===== src/rtl/sav_backup_ctrl.sv =====
// Save-RAM backup controller: moves battery-backed RAM between the SD image and NVRAM
// in 512-byte sectors, with length clamping, queued requests, autosave and download abort.
module sav_backup_ctrl #(
  parameter int unsigned SECTOR_BITS     = 4,
  parameter logic [23:0] AUTOSAVE_CYCLES = 24'd0
) (
  input  logic                   clk_sys,
  input  logic                   reset,
  input  logic                   img_mounted,
  input  logic [31:0]            img_size,
  input  logic                   download,
  input  logic                   save_req,
  input  logic                   nvram_we,
  output logic [31:0]            sd_lba,
  output logic                   sd_rd,
  output logic                   sd_wr,
  input  logic                   sd_ack,
  input  logic [8:0]             sd_buff_addr,
  input  logic                   sd_buff_wr,
  output logic [SECTOR_BITS+8:0] buf_addr,
  output logic                   buf_we,
  output logic                   ena,
  output logic                   busy,
  output logic                   dirty,
  output logic                   core_reset
);

  typedef enum logic [1:0] {StIdle, StReq, StXfer} state_e;

  localparam logic [SECTOR_BITS-1:0] LbaOne     = SECTOR_BITS'(1);
  localparam logic [SECTOR_BITS-1:0] LbaMax     = '1;
  localparam logic [32:0]            MaxSectors = 33'd1 << SECTOR_BITS;
  localparam logic [23:0]            IdleMax    = '1;

  state_e                 state_q, state_d;
  logic                   img_mounted_q, download_q, save_req_q, ack_q;
  logic                   ena_q, ena_d;
  logic [SECTOR_BITS-1:0] last_q, last_d;
  logic [SECTOR_BITS-1:0] lba_q, lba_d;
  logic                   load_pend_q, load_pend_d;
  logic                   save_pend_q, save_pend_d;
  logic                   dirty_q, dirty_d;
  logic                   is_load_q, is_load_d;
  logic                   abort_q, abort_d;
  logic                   we_seen_q, we_seen_d;
  logic                   core_reset_q, core_reset_d;
  logic [23:0]            idle_cnt_q, idle_cnt_d;

  logic        mount_edge, download_edge, save_edge, autosave_hit;
  logic [32:0] n_sectors;

  assign mount_edge    = img_mounted & ~img_mounted_q;
  assign download_edge = download & ~download_q;
  assign save_edge     = save_req & ~save_req_q;
  // 33-bit sum so a size near 4 GiB cannot wrap before the divide.
  assign n_sectors     = ({1'b0, img_size} + 33'd511) >> 9;
  assign autosave_hit  = (AUTOSAVE_CYCLES != 24'd0) && dirty_q && ena_q &&
                         (state_q == StIdle) && (idle_cnt_q == AUTOSAVE_CYCLES);

  always_comb begin
    state_d      = state_q;
    ena_d        = ena_q;
    last_d       = last_q;
    lba_d        = lba_q;
    load_pend_d  = load_pend_q;
    save_pend_d  = save_pend_q;
    dirty_d      = dirty_q;
    is_load_d    = is_load_q;
    abort_d      = abort_q;
    we_seen_d    = we_seen_q;
    core_reset_d = 1'b0;
    idle_cnt_d   = idle_cnt_q;

    if (mount_edge) begin
      if (img_size != 32'd0) begin
        ena_d       = 1'b1;
        last_d      = (n_sectors > MaxSectors) ? LbaMax :
                      (n_sectors[SECTOR_BITS-1:0] - LbaOne);
        load_pend_d = 1'b1;
      end else begin
        ena_d = 1'b0;
      end
    end

    // ena_d so a save edge coinciding with the first mount is still accepted.
    if ((save_edge || autosave_hit) && ena_d) begin
      save_pend_d = 1'b1;
    end

    if (download_edge) begin
      ena_d       = 1'b0;
      load_pend_d = 1'b0;
      save_pend_d = 1'b0;
      if (state_q != StIdle) begin
        abort_d = 1'b1;
      end
    end

    unique case (state_q)
      StIdle: begin
        if (load_pend_d) begin
          state_d     = StReq;
          is_load_d   = 1'b1;
          load_pend_d = 1'b0;
          lba_d       = '0;
          we_seen_d   = 1'b0;
        end else if (save_pend_d) begin
          state_d     = StReq;
          is_load_d   = 1'b0;
          save_pend_d = 1'b0;
          lba_d       = '0;
          we_seen_d   = 1'b0;
        end
      end
      StReq: begin
        if (sd_ack) begin
          state_d = StXfer;
        end
      end
      StXfer: begin
        if (ack_q && !sd_ack) begin
          if ((lba_q == last_q) || abort_d) begin
            state_d = StIdle;
            if (!abort_d) begin
              if (is_load_q) begin
                core_reset_d = 1'b1;
                dirty_d      = 1'b0;
              end else begin
                // A write to NVRAM during the save may not be in the image.
                dirty_d = we_seen_q;
              end
            end
          end else begin
            lba_d   = lba_q + LbaOne;
            state_d = StReq;
          end
        end
      end
      default: state_d = StIdle;
    endcase

    if (state_d == StIdle) begin
      abort_d = 1'b0;
    end

    if (nvram_we) begin
      dirty_d   = 1'b1;
      we_seen_d = 1'b1;
    end
    if (download_edge) begin
      dirty_d = 1'b0;
    end

    if (nvram_we || (state_d != StIdle)) begin
      idle_cnt_d = '0;
    end else if (idle_cnt_q != IdleMax) begin
      idle_cnt_d = idle_cnt_q + 24'd1;
    end
  end

  always_ff @(posedge clk_sys) begin
    if (reset) begin
      state_q       <= StIdle;
      img_mounted_q <= 1'b0;
      download_q    <= 1'b0;
      save_req_q    <= 1'b0;
      ack_q         <= 1'b0;
      ena_q         <= 1'b0;
      last_q        <= LbaMax;
      lba_q         <= '0;
      load_pend_q   <= 1'b0;
      save_pend_q   <= 1'b0;
      dirty_q       <= 1'b0;
      is_load_q     <= 1'b0;
      abort_q       <= 1'b0;
      we_seen_q     <= 1'b0;
      core_reset_q  <= 1'b0;
      idle_cnt_q    <= '0;
    end else begin
      state_q       <= state_d;
      img_mounted_q <= img_mounted;
      download_q    <= download;
      save_req_q    <= save_req;
      ack_q         <= sd_ack;
      ena_q         <= ena_d;
      last_q        <= last_d;
      lba_q         <= lba_d;
      load_pend_q   <= load_pend_d;
      save_pend_q   <= save_pend_d;
      dirty_q       <= dirty_d;
      is_load_q     <= is_load_d;
      abort_q       <= abort_d;
      we_seen_q     <= we_seen_d;
      core_reset_q  <= core_reset_d;
      idle_cnt_q    <= idle_cnt_d;
    end
  end

  assign sd_lba     = {{(32 - SECTOR_BITS){1'b0}}, lba_q};
  assign sd_rd      = (state_q == StReq) && is_load_q;
  assign sd_wr      = (state_q == StReq) && !is_load_q;
  assign busy       = (state_q != StIdle);
  assign buf_addr   = {lba_q, sd_buff_addr};
  assign buf_we     = sd_buff_wr && sd_ack && busy && is_load_q;
  assign ena        = ena_q;
  assign dirty      = dirty_q;
  assign core_reset = core_reset_q;

endmodule


===== config.mk =====
export PLATFORM = sky130hd
export DESIGN_NAME = sav_backup_ctrl
export DESIGN_NICKNAME = d
export VERILOG_FILES = /design/src/rtl/sav_backup_ctrl.sv
export SDC_FILE = /design/constraint.sdc
export NUM_CORES = 1
export LEC_CHECK = 0
export BUFFER_PORTS_ARGS = -buffer_cell sky130_fd_sc_hd__buf_2
export CELL_PAD_IN_SITES_DETAIL_PLACEMENT = 2
export CELL_PAD_IN_SITES_GLOBAL_PLACEMENT = 2
export CORE_AREA = 5 5 90 92
export CTS_CLUSTER_DIAMETER = 200
export DETAILED_ROUTE_END_ITERATION = 16
export DIE_AREA = 0 0 95 97
export PLACE_DENSITY = 0.93
export SYNTH_ARGS = -nofsm -noshare
export SYNTH_HDL_FRONTEND = slang
export SYNTH_SLANG_ARGS = --single-unit

===== constraint.sdc =====
create_clock -name clk_sys -period 4.59 [get_ports clk_sys]
set_input_delay 0.2295 -clock clk_sys [delete_from_list [all_inputs] [get_ports clk_sys]]
set_output_delay 0.2295 -clock clk_sys [all_outputs]
set_load 0.03 [all_outputs]

==> summary.txt <==
outcome - completed
Die H - 97 um
io pins - 101
most frequent cells after synthesis - buf_4, dfxtp_1, nor3_1
Ys Warns - 0
Hold Path Class - input pin to flip-flop
ANT nets after route - 0
r2r worst-path depth - 5
initial antenna violation count - 0
DR WL/cell - 14.03 um
Max Cap Violations - 0
Cell Area, Synth - 1693 um^2
first-pass GRT wire length - 7990 um
DRC viols - 0
Pleak - 0.8363 nW
layout cells sized above 1 - 27.20%
CTS Buf Count - 3
R2R Setup Slk - 2.55 ns
antenna fix cells - 0
final core utilization - 27.35%
Post-synth EDFFs - 0
most frequent cell after synthesis - buf_4
Hold WS - 0.1792 ns
fmax - 0.4137 GHz
number of setup buffers added after CTS - 0
largest net degree at the start of global routing - 22
total grt overflow - 0
Slew Viols, Final - 0
Hold EP - download_q$_SDFF_PP0_
Worst setup SP type - input pin
Post-Route WL - 4898 um
number of core rows - 31
root buf cell - clkbuf_8
RSZ-0062 raised after global routing - no
Chip Width - 95 um
Crit Path Class - input pin to flip-flop
final worst-path cycle share - 52.67%
Post-CTS Hold Fix Bufs - 0
die area - 9215 um^2
largest registers - last_q (4), lba_q (4), state_q (2)
top cells by area, synth - dfxtp_1, buf_4, nor3_1
Final nets - 303
final setup vio count - 0
Worst-Margin Slew - 0.6654 ns
worst reg2reg path startpoint - state_q[1]$_SDFF_PP0_
vias in the first global route - 1755
placer congestion estimate - 0.7659
Core Region - 7137 um^2
hold depth - 2
HP Start - download
Port Buffer Count - 54
CTS tree - built
max_slew headroom - 55.30%
vias per inst - 4.544
CP endpoint kind - flip-flop
clk sinks - 22
CTS HTree Levels - 1
DRT iter0 DRCs - 39
TNS Setup - 0 ns
Tmin final - 2.417 ns
RR Endpoint - dirty$_SDFFE_PP0P_
area share of the largest cell type after synthesis - 26.02%
final hold vios - 0
post-synthesis sequential area ratio - 26.02%
total track usage - 10.52%
clock buffer depth - 2
Resized cells post-CTS - 0
post-synthesis register bit count - 22
Initial Utilization - 23.72%
Syn Inst Count - 207
P per Cell Area - 257.7 nW/um^2
Post-synth ARST share - 0%
Crit Path Max Fanout - 7
Clock Latency Late Sink - 0.27 ns
critical path data arrival time - 2.57 ns
synthesized area per cell - 8.178 um^2
DR vias - 1586
clk slew on worst S/H paths - 0.08 ns
P&R area growth vs syn - 15.30%
area leader, netlist - dfxtp_1
top_reg_cell synth - dfxtp_1
Peak VDD IR - 0.1486 mV
drt pass-1 iters - 3
synth unique cells - 44
Clock Skew - 0.005370 ns
WP data required - 4.75 ns
DP HPWL - 4155 um
[per-stage QoR]
step                power (W)  worst slack, ns  cells  cell area, um^2
global route        0.0005294            1.906    349             1952
global placement    0.0003210            2.062    345             1881
finish              0.0005031            2.173    349             1952
detailed placement  0.0003253            1.857    345             1881
CTS                 0.0005104            2.139    349             1952
floorplan           0.0003170            2.353    234             1794
[layout make-up]
type / instances / area (um^2)
fillers: 880 / 5185
multi-input cells: 163 / 1016
flip-flops and latches: 22 / 440.4
clock inverters: 1 / 30.03
inverters: 6 / 22.52
well taps: 99 / 123.9
clock buffers: 3 / 41.29
repair buffers: 55 / 277.8
[kinds of logic after synthesis]
logic type               count (synthesis)  synth area share [%]
AND/OR/NAND/NOR                         78                 26.31
buffers and inverters                   49                 19.96
AO/OA/AOI/OAI                           39                 17.30
flip-flops                              22                 26.02
XOR/XNOR                                13                 6.726
adder cells (fa/ha/maj)                  3                 2.218
multiplexers                             2                 1.256
other                                    1                0.2215
[worst max path at each step]
stage                     start                      to  slack, ns  cells after the start
floorplan           img_size[1]  last_q[0]$_SDFFE_PP1P_       2.35                     10
finish              img_size[1]  last_q[1]$_SDFFE_PP1P_       2.17                     11
CTS                 img_size[1]  last_q[0]$_SDFFE_PP1P_       2.14                     11
detailed placement  img_size[1]  last_q[0]$_SDFFE_PP1P_       1.86                     11
global route        img_size[1]  last_q[0]$_SDFFE_PP1P_       1.91                     11
global placement    img_size[1]  last_q[3]$_SDFFE_PP1P_       2.06                     11
[routing by layer]
metal / global-route usage (%) / part of all wire [%] / vias to the layer above
met4: 3.330 / 1.4 / 0
met5: 0 / 0 / -
met2: 20.01 / 53 / 53
li1: - / - / 770
met3: 2.095 / 6.3 / 6
met1: 11.28 / 39 / 757
[power breakdown]
group | internal [W] | total (W) | switching [W]
logic | 0.0000349 | 0.000118 | 0.0000827
registers | 0.000197 | 0.000203 | 0.00000528
clock network | 0.000117 | 0.000183 | 0.0000662
[placed cells by master (no fill, tap or decap), types with 6 or more instances in the layout]
cell type	Yosys	layout
nor2_1	14	14
xnor2_1	8	8
buf_2	0	54
nor3_1	15	15
nor2b_1	6	6
nand2b_1	7	7
inv_1	6	6
nand2_1	7	7
nand4_1	6	6
a21oi_1	8	8
conb_1	1	28
dfxtp_1	22	22
[critical path, cell delays in order]
cell,delay (ns)
buf_2,0.10
nor3_1,0.56
nand3_1,0.23
nand2_1,0.13
xor2_1,0.20
ha_1,0.21
nand2b_1,0.06
a211o_1,0.28
a2bb2oi_1,0.17
a211oi_1,0.29
a21oi_1,0.10
Note: power is estimated with default switching activity, not from simulation.
